`src/rtl/bitonic_topk_pipe.sv`:
```
// rtl/bitonic_topk_pipe.sv - pipelined bitonic sorter returning the first K elements, valid/ready flow control
//
// Optional feature macro: BITONIC_IDX_EN (lane-index tags, index tie-break, idx_o port).
//
// Ports:
//   clk_i    rising-edge clock
//   rst_i    synchronous active-high reset
//   valid_i  input vector valid            ready_o  input accepted this cycle when valid_i is high
//   desc_i   1 = descending, 0 = ascending (carried with the vector)
//   x_i      DATALENGTH unsigned elements, element 0 at index 0
//   valid_o  output vector valid           ready_i  downstream accepts
//   y_o      first TOPK elements in the selected order
//   idx_o    original lane of each y_o element (BITONIC_IDX_EN only)
//   busy_o   at least one vector in flight

module bitonic_topk_pipe #(
  parameter int DATAWIDTH  = 8,
  parameter int DATALENGTH = 16,
  parameter int TOPK       = 4,
  parameter int IDXWIDTH   = $clog2(DATALENGTH)
) (
  input  logic                 clk_i,
  input  logic                 rst_i,
  input  logic                 valid_i,
  output logic                 ready_o,
  input  logic                 desc_i,
  input  logic [DATAWIDTH-1:0] x_i [DATALENGTH],
  output logic                 valid_o,
  input  logic                 ready_i,
  output logic [DATAWIDTH-1:0] y_o [TOPK],
`ifdef BITONIC_IDX_EN
  output logic [IDXWIDTH-1:0]  idx_o [TOPK],
`endif
  output logic                 busy_o
);

  localparam int N  = DATALENGTH;
  localparam int DW = DATAWIDTH;
  localparam int IW = IDXWIDTH;
  localparam int M  = $clog2(N);
  localparam int S  = M * (M + 1) / 2;

  // st_* are the registers behind each layer; lay_* are the layer results feeding them.
  logic [S-1:0]  st_vld;
  logic [S-1:0]  lay_vld;
  logic          st_dir   [S];
  logic          lay_dir  [S];
  logic [DW-1:0] st_data  [S][N];
  logic [DW-1:0] lay_data [S][N];
`ifdef BITONIC_IDX_EN
  logic [IW-1:0] st_tag   [S][N];
  logic [IW-1:0] lay_tag  [S][N];
`endif

  // prec(a, b): a belongs strictly before b in the final order selected by desc.
`ifdef BITONIC_IDX_EN
  function automatic logic prec(input logic desc, input logic [DW-1:0] a, input logic [DW-1:0] b,
                                input logic [IW-1:0] ta, input logic [IW-1:0] tb);
    if (a == b) return ta < tb;
    return desc ? (a > b) : (a < b);
  endfunction
`else
  function automatic logic prec(input logic desc, input logic [DW-1:0] a, input logic [DW-1:0] b);
    return desc ? (a > b) : (a < b);
  endfunction
`endif

  logic adv;
  assign adv     = ~valid_o | ready_i;
  assign ready_o = adv;
  assign valid_o = st_vld[S-1];
  assign busy_o  = |st_vld;

  for (genvar p = 1; p <= M; p++) begin : g_phase
    for (genvar q = 1; q <= p; q++) begin : g_layer
      localparam int L = p * (p - 1) / 2 + q - 1;
      localparam int K = 1 << p;
      localparam int J = 1 << (p - q);

      logic [DW-1:0] src_d [N];
      logic          src_vld;
      logic          src_dir;
`ifdef BITONIC_IDX_EN
      logic [IW-1:0] src_t [N];
`endif

      if (L == 0) begin : g_src_in
        assign src_d   = x_i;
        assign src_vld = valid_i;
        assign src_dir = desc_i;
`ifdef BITONIC_IDX_EN
        for (genvar i = 0; i < N; i++) begin : g_tag_init
          assign src_t[i] = IW'(i);
        end
`endif
      end else begin : g_src_reg
        assign src_d   = st_data[L-1];
        assign src_vld = st_vld[L-1];
        assign src_dir = st_dir[L-1];
`ifdef BITONIC_IDX_EN
        assign src_t   = st_tag[L-1];
`endif
      end

      assign lay_vld[L] = src_vld;
      assign lay_dir[L] = src_dir;

      for (genvar i = 0; i < N; i++) begin : g_lane
        localparam int LO = i & ~J;
        localparam int HI = LO | J;
        // Blocks of size K alternate direction so each phase yields bitonic halves;
        // in the last phase every block runs in the final direction.
        localparam bit UP = ((LO & K) == 0);
        logic swap;
        if (UP) begin : g_up
`ifdef BITONIC_IDX_EN
          assign swap = prec(src_dir, src_d[HI], src_d[LO], src_t[HI], src_t[LO]);
`else
          assign swap = prec(src_dir, src_d[HI], src_d[LO]);
`endif
        end else begin : g_dn
`ifdef BITONIC_IDX_EN
          assign swap = prec(src_dir, src_d[LO], src_d[HI], src_t[LO], src_t[HI]);
`else
          assign swap = prec(src_dir, src_d[LO], src_d[HI]);
`endif
        end
        assign lay_data[L][i] = swap ? src_d[i ^ J] : src_d[i];
`ifdef BITONIC_IDX_EN
        assign lay_tag[L][i]  = swap ? src_t[i ^ J] : src_t[i];
`endif
      end
    end
  end

  // Single global enable: the whole pipe shifts or the whole pipe holds.
  always_ff @(posedge clk_i) begin
    if (rst_i) begin
      st_vld <= '0;
      for (int s = 0; s < S; s++) begin
        st_dir[s] <= 1'b0;
        for (int i = 0; i < N; i++) begin
          st_data[s][i] <= '0;
`ifdef BITONIC_IDX_EN
          st_tag[s][i]  <= '0;
`endif
        end
      end
    end else if (adv) begin
      st_vld  <= lay_vld;
      st_dir  <= lay_dir;
      st_data <= lay_data;
`ifdef BITONIC_IDX_EN
      st_tag  <= lay_tag;
`endif
    end
  end

  for (genvar k = 0; k < TOPK; k++) begin : g_out
    assign y_o[k]   = st_data[S-1][k];
`ifdef BITONIC_IDX_EN
    assign idx_o[k] = st_tag[S-1][k];
`endif
  end

endmodule

```
`config.mk`:
```
export PLATFORM = sky130hd
export DESIGN_NAME = bitonic_topk_pipe
export DESIGN_NICKNAME = d
export VERILOG_FILES = /design/src/rtl/bitonic_topk_pipe.sv
export SDC_FILE = /design/constraint.sdc
export NUM_CORES = 2
export LEC_CHECK = 0
export BUFFER_PORTS_ARGS = -buffer_cell sky130_fd_sc_hd__buf_2
export CAP_MARGIN = 15
export CELL_PAD_IN_SITES_DETAIL_PLACEMENT = 0
export CELL_PAD_IN_SITES_GLOBAL_PLACEMENT = 1
export CORE_UTILIZATION = 48
export CTS_CLUSTER_SIZE = 14
export DETAILED_ROUTE_END_ITERATION = 10
export PLACE_DENSITY_LB_ADDON = 0.1
export SYNTH_ARGS = -nofsm -noshare
export SYNTH_HDL_FRONTEND = slang
export SYNTH_SLANG_ARGS = --single-unit
```
`constraint.sdc`:
```
create_clock -name clk_i -period 2.3 [get_ports clk_i]
set_input_delay 0 -clock clk_i [delete_from_list [all_inputs] [get_ports clk_i]]
set_output_delay 0 -clock clk_i [all_outputs]
set_load 0.005 [all_outputs]
```
==> impl_metrics.toml <==
[route]
drtAntennaViolNets = 0
drc_errors = 0
drtPass1Iterations = 6
wl_um = 214400
drtIter0Drc = 4782
routed_via_density = 5.814
wl_per_cell_um = 21.55
via_count = 57840

[worst_setup_path]
critPathMaxFanout = 16
r2r_end = "g_phase[4].g_layer[1].src_d[39]"
cp-start-kind = "flip-flop"
crit_type = "flip-flop to flip-flop"
r2r_start = "g_phase[3].g_layer[3].src_d[33]"
cp-startpoint = "g_phase[3].g_layer[3].src_d[33]"
cp.arrival_ns = 2.83
end_kind = "flip-flop"
cp_data_required_time_ns = 2.91
ff2ff_setup_slack_ns = 0.08
r2r_cells = 8

[timing]
setup_slack_ns = 0.08180
rsz0062_at_grt = "no"
finalSetupViolations = 0
min_period_over_period = 0.9644
finClkSkew_ns = 0.02452
relSlewSlack = 0.2742
max_freq_ghz = 0.4508
hold_violations = 0
timing_worst_slew_pin_value_ns = 1.089
maxSlewViolCount = 0
min_period_ns = 2.218

[layout]
areaGrowthSynthToFinish_pct = 15.33
postLayoutCoreUtil = 0.5586
drive_gt1_frac = 0.1109
nets = 8842

[place]
place_ws_ns = -0.02181
place_hpwl_um = 163600
port_buffers = 167
finalWeightedCongestion = 0.9640

[power_and_ir_drop]
powerDensity_nw_per_um2 = 939.4
pwr-share-seq = 0.305
ir_drop_v = 0.0007002
p_leak_uw = 0.03153
p_int_uw = 42470
p_sw_uw = 24630
pwr-share-clk = 0.285
switching_share = 0.3671
combPwrFrac = 0.410

[hold_path]
worstHoldPathCells = 4
hold_class = "input port to flip-flop"
min_from = "x_i[31]"
holdPathEnd = "g_phase[2].g_layer[1].src_d[23]"

[synth]
syn-cell-area_sq_um = 61930
syn-mean-instance-area_sq_um = 7.892
yosys.area.top_type = "dfxtp_1"
syn_inst = 7847
synth.area.top_cells = "dfxtp_1, mux2i_1, o21ai_0, ha_1, a21oi_1"
yosysWarnings = 0
ys_seq_area_frac = 0.3061
synth_seq_cells = 947
syn-num-nets = 8492
ys_types = 35
synth_top_area_frac = 0.3061

[floorplanning]
core_area_sq_um = 127800
die_area_sq_um = 130500
rows = 131
io_pins = 168
die_w_um = 361.2
die_h_um = 361.2
start_util = 0.4844

[clocking]
clk_latency_ns = 0.74
cts_htree_levels = 3
clk_pin_slew_ns = 0.06
cts.sinks = 947
cts_tree = "done"
root_buffer = "clkbuf_16"
clk_path_buf_depth = 3
cts_made_buffers = 113

[global_route]
grt_use_met1 = 0.4287
grt.busiest_layer = "met2"
grt_util_met3 = 0.02845
grt_pass1_vias = 53630
antenna_found_initial = 3
globalRouteMet2Util = 0.5067
grt_remaining_overflow = 0
track_usage = 0.3195
grt_max_degree = 247
grt_pass1_wl_um = 323100

[job]
maxCapViolations = 0

[outcome]
status = "complete, no violations"
-- per-layer routing --
metal	up-vias	part of all wire
li1	28420	-
met1	27480	0.45
met2	1585	0.44
met3	364	0.052
met4	2	0.058
met5	-	0.000061
-- state kept, by name (all words and copies together) (netlist names) --
register and count:
g_phase.g_layer.src_d 896, y_o 32, st_vld 10, g_phase.g_layer.src_dir 9
-- synth_stat cells --
master,instances
o21ai_0,1597
nor2_1,963
dfxtp_1,947
mux2i_1,832
a21oi_1,831
inv_1,547
ha_1,512
clkbuf_1,260
nand2_1,238
buf_2,166
o21ai_1,131
nand4_1,128
o211ai_1,128
a211o_1,64
mux2_2,64
nor2b_1,64
buf_6,54
and2_1,48
nand2b_1,40
a41oi_1,35
buf_12,35
o311a_1,35
mux2_1,32
buf_4,22
or2_1,20
o211a_1,17
o211ai_2,12
buf_1,8
inv_4,5
or2_0,4
clkbuf_2,3
nor4_1,2
and2b_1,1
inv_2,1
nand3_1,1
-- through the flow --
step | setup TNS [ns] | hold slack (ns) | power [uW] | std cells | instance area, sq um
after CTS | 0 | 0.07636 | 66990 | 9947 | 71350
after global routing | 0 | 0.1402 | 70130 | 9947 | 71410
after floorplan | 0 | 0.1405 | 41350 | 7847 | 61930
after global placement | -0.03320 | 0.3035 | 47250 | 9608 | 66080
final | 0 | 0.1207 | 67100 | 9949 | 71420
after detailed placement | -0.02181 | 0.3125 | 47680 | 9608 | 66080
-- final cells by class --
class	instances	area, sq um
antenna	2	5.005
multi-input combinational	5799	37610
timing repair buffer	783	6783
inverter	553	2096
clock inverter	34	519.2
sequential	947	18960
clock buffer	169	3372
tap	1662	2079
fill	12000	56430
-- repair_timing --
item / in CTS / in global routing
buffers inserted: 4 / 0
endpoints found under the hold margin: 163 / 0
resized for setup: 2 / 14
hold buffers: 132 / 0
setup endpoints to repair: 5 / 40
-- critical path, cell delays in order, from the launching register on --
cell and delay [ns]:
dfxtp_1 0.38, inv_1 0.08, ha_1 0.31, nor2b_1 0.13, o211ai_1 0.22, a211o_1 0.17
o211a_1 0.14, buf_4 0.29, mux2i_2 0.37
-- worst max-delay path by stage --
stage                     depth (start not counted)  slack [ns]                                to
after floorplan                                   7        0.42  g_phase[4].g_layer[3].src_d[112]
after global placement                            5       -0.03   g_phase[2].g_layer[1].src_d[71]
after detailed placement                          8       -0.02   g_phase[4].g_layer[1].src_d[22]
after CTS                                         8        0.01   g_phase[4].g_layer[1].src_d[23]
after global routing                              5       0.006                         st_vld[0]
final                                             8        0.08   g_phase[4].g_layer[1].src_d[39]
-- cells by family after synthesis --
logic type | after synthesis | synth area share
AO/OA/AOI/OAI | 2850 | 0.2472
adder cells (fa/ha/maj) | 512 | 0.1034
buffers and inverters | 1101 | 0.08742
flip-flops | 947 | 0.3061
multiplexers | 928 | 0.1519
AND/OR/NAND/NOR | 1509 | 0.1039
-- power groups by stage --
stage                     registers [uW]  logic [uW]  clock network [uW]
final                              20500       27500               19100
after floorplan                    19600       21700                   0
after CTS                          20400       27200               19400
after detailed placement           20800       26900                   0
after global placement             20800       26500                   0
after global routing               20600       29500               20100
-- cells in the final DEF, fill, tap and decap left out, drive strengths merged, types with 132 or more instances in the layout --
master / instances
mux2i: 832
clkbuf: 169
dlygate4sd3: 132
o211ai: 140
buf: 651
dfxtp: 947
nand2: 238
inv: 555
a21oi: 831
ha: 512
o21ai: 1728
nor2: 963
No activity file was read; power rests on OpenSTA's default activity.
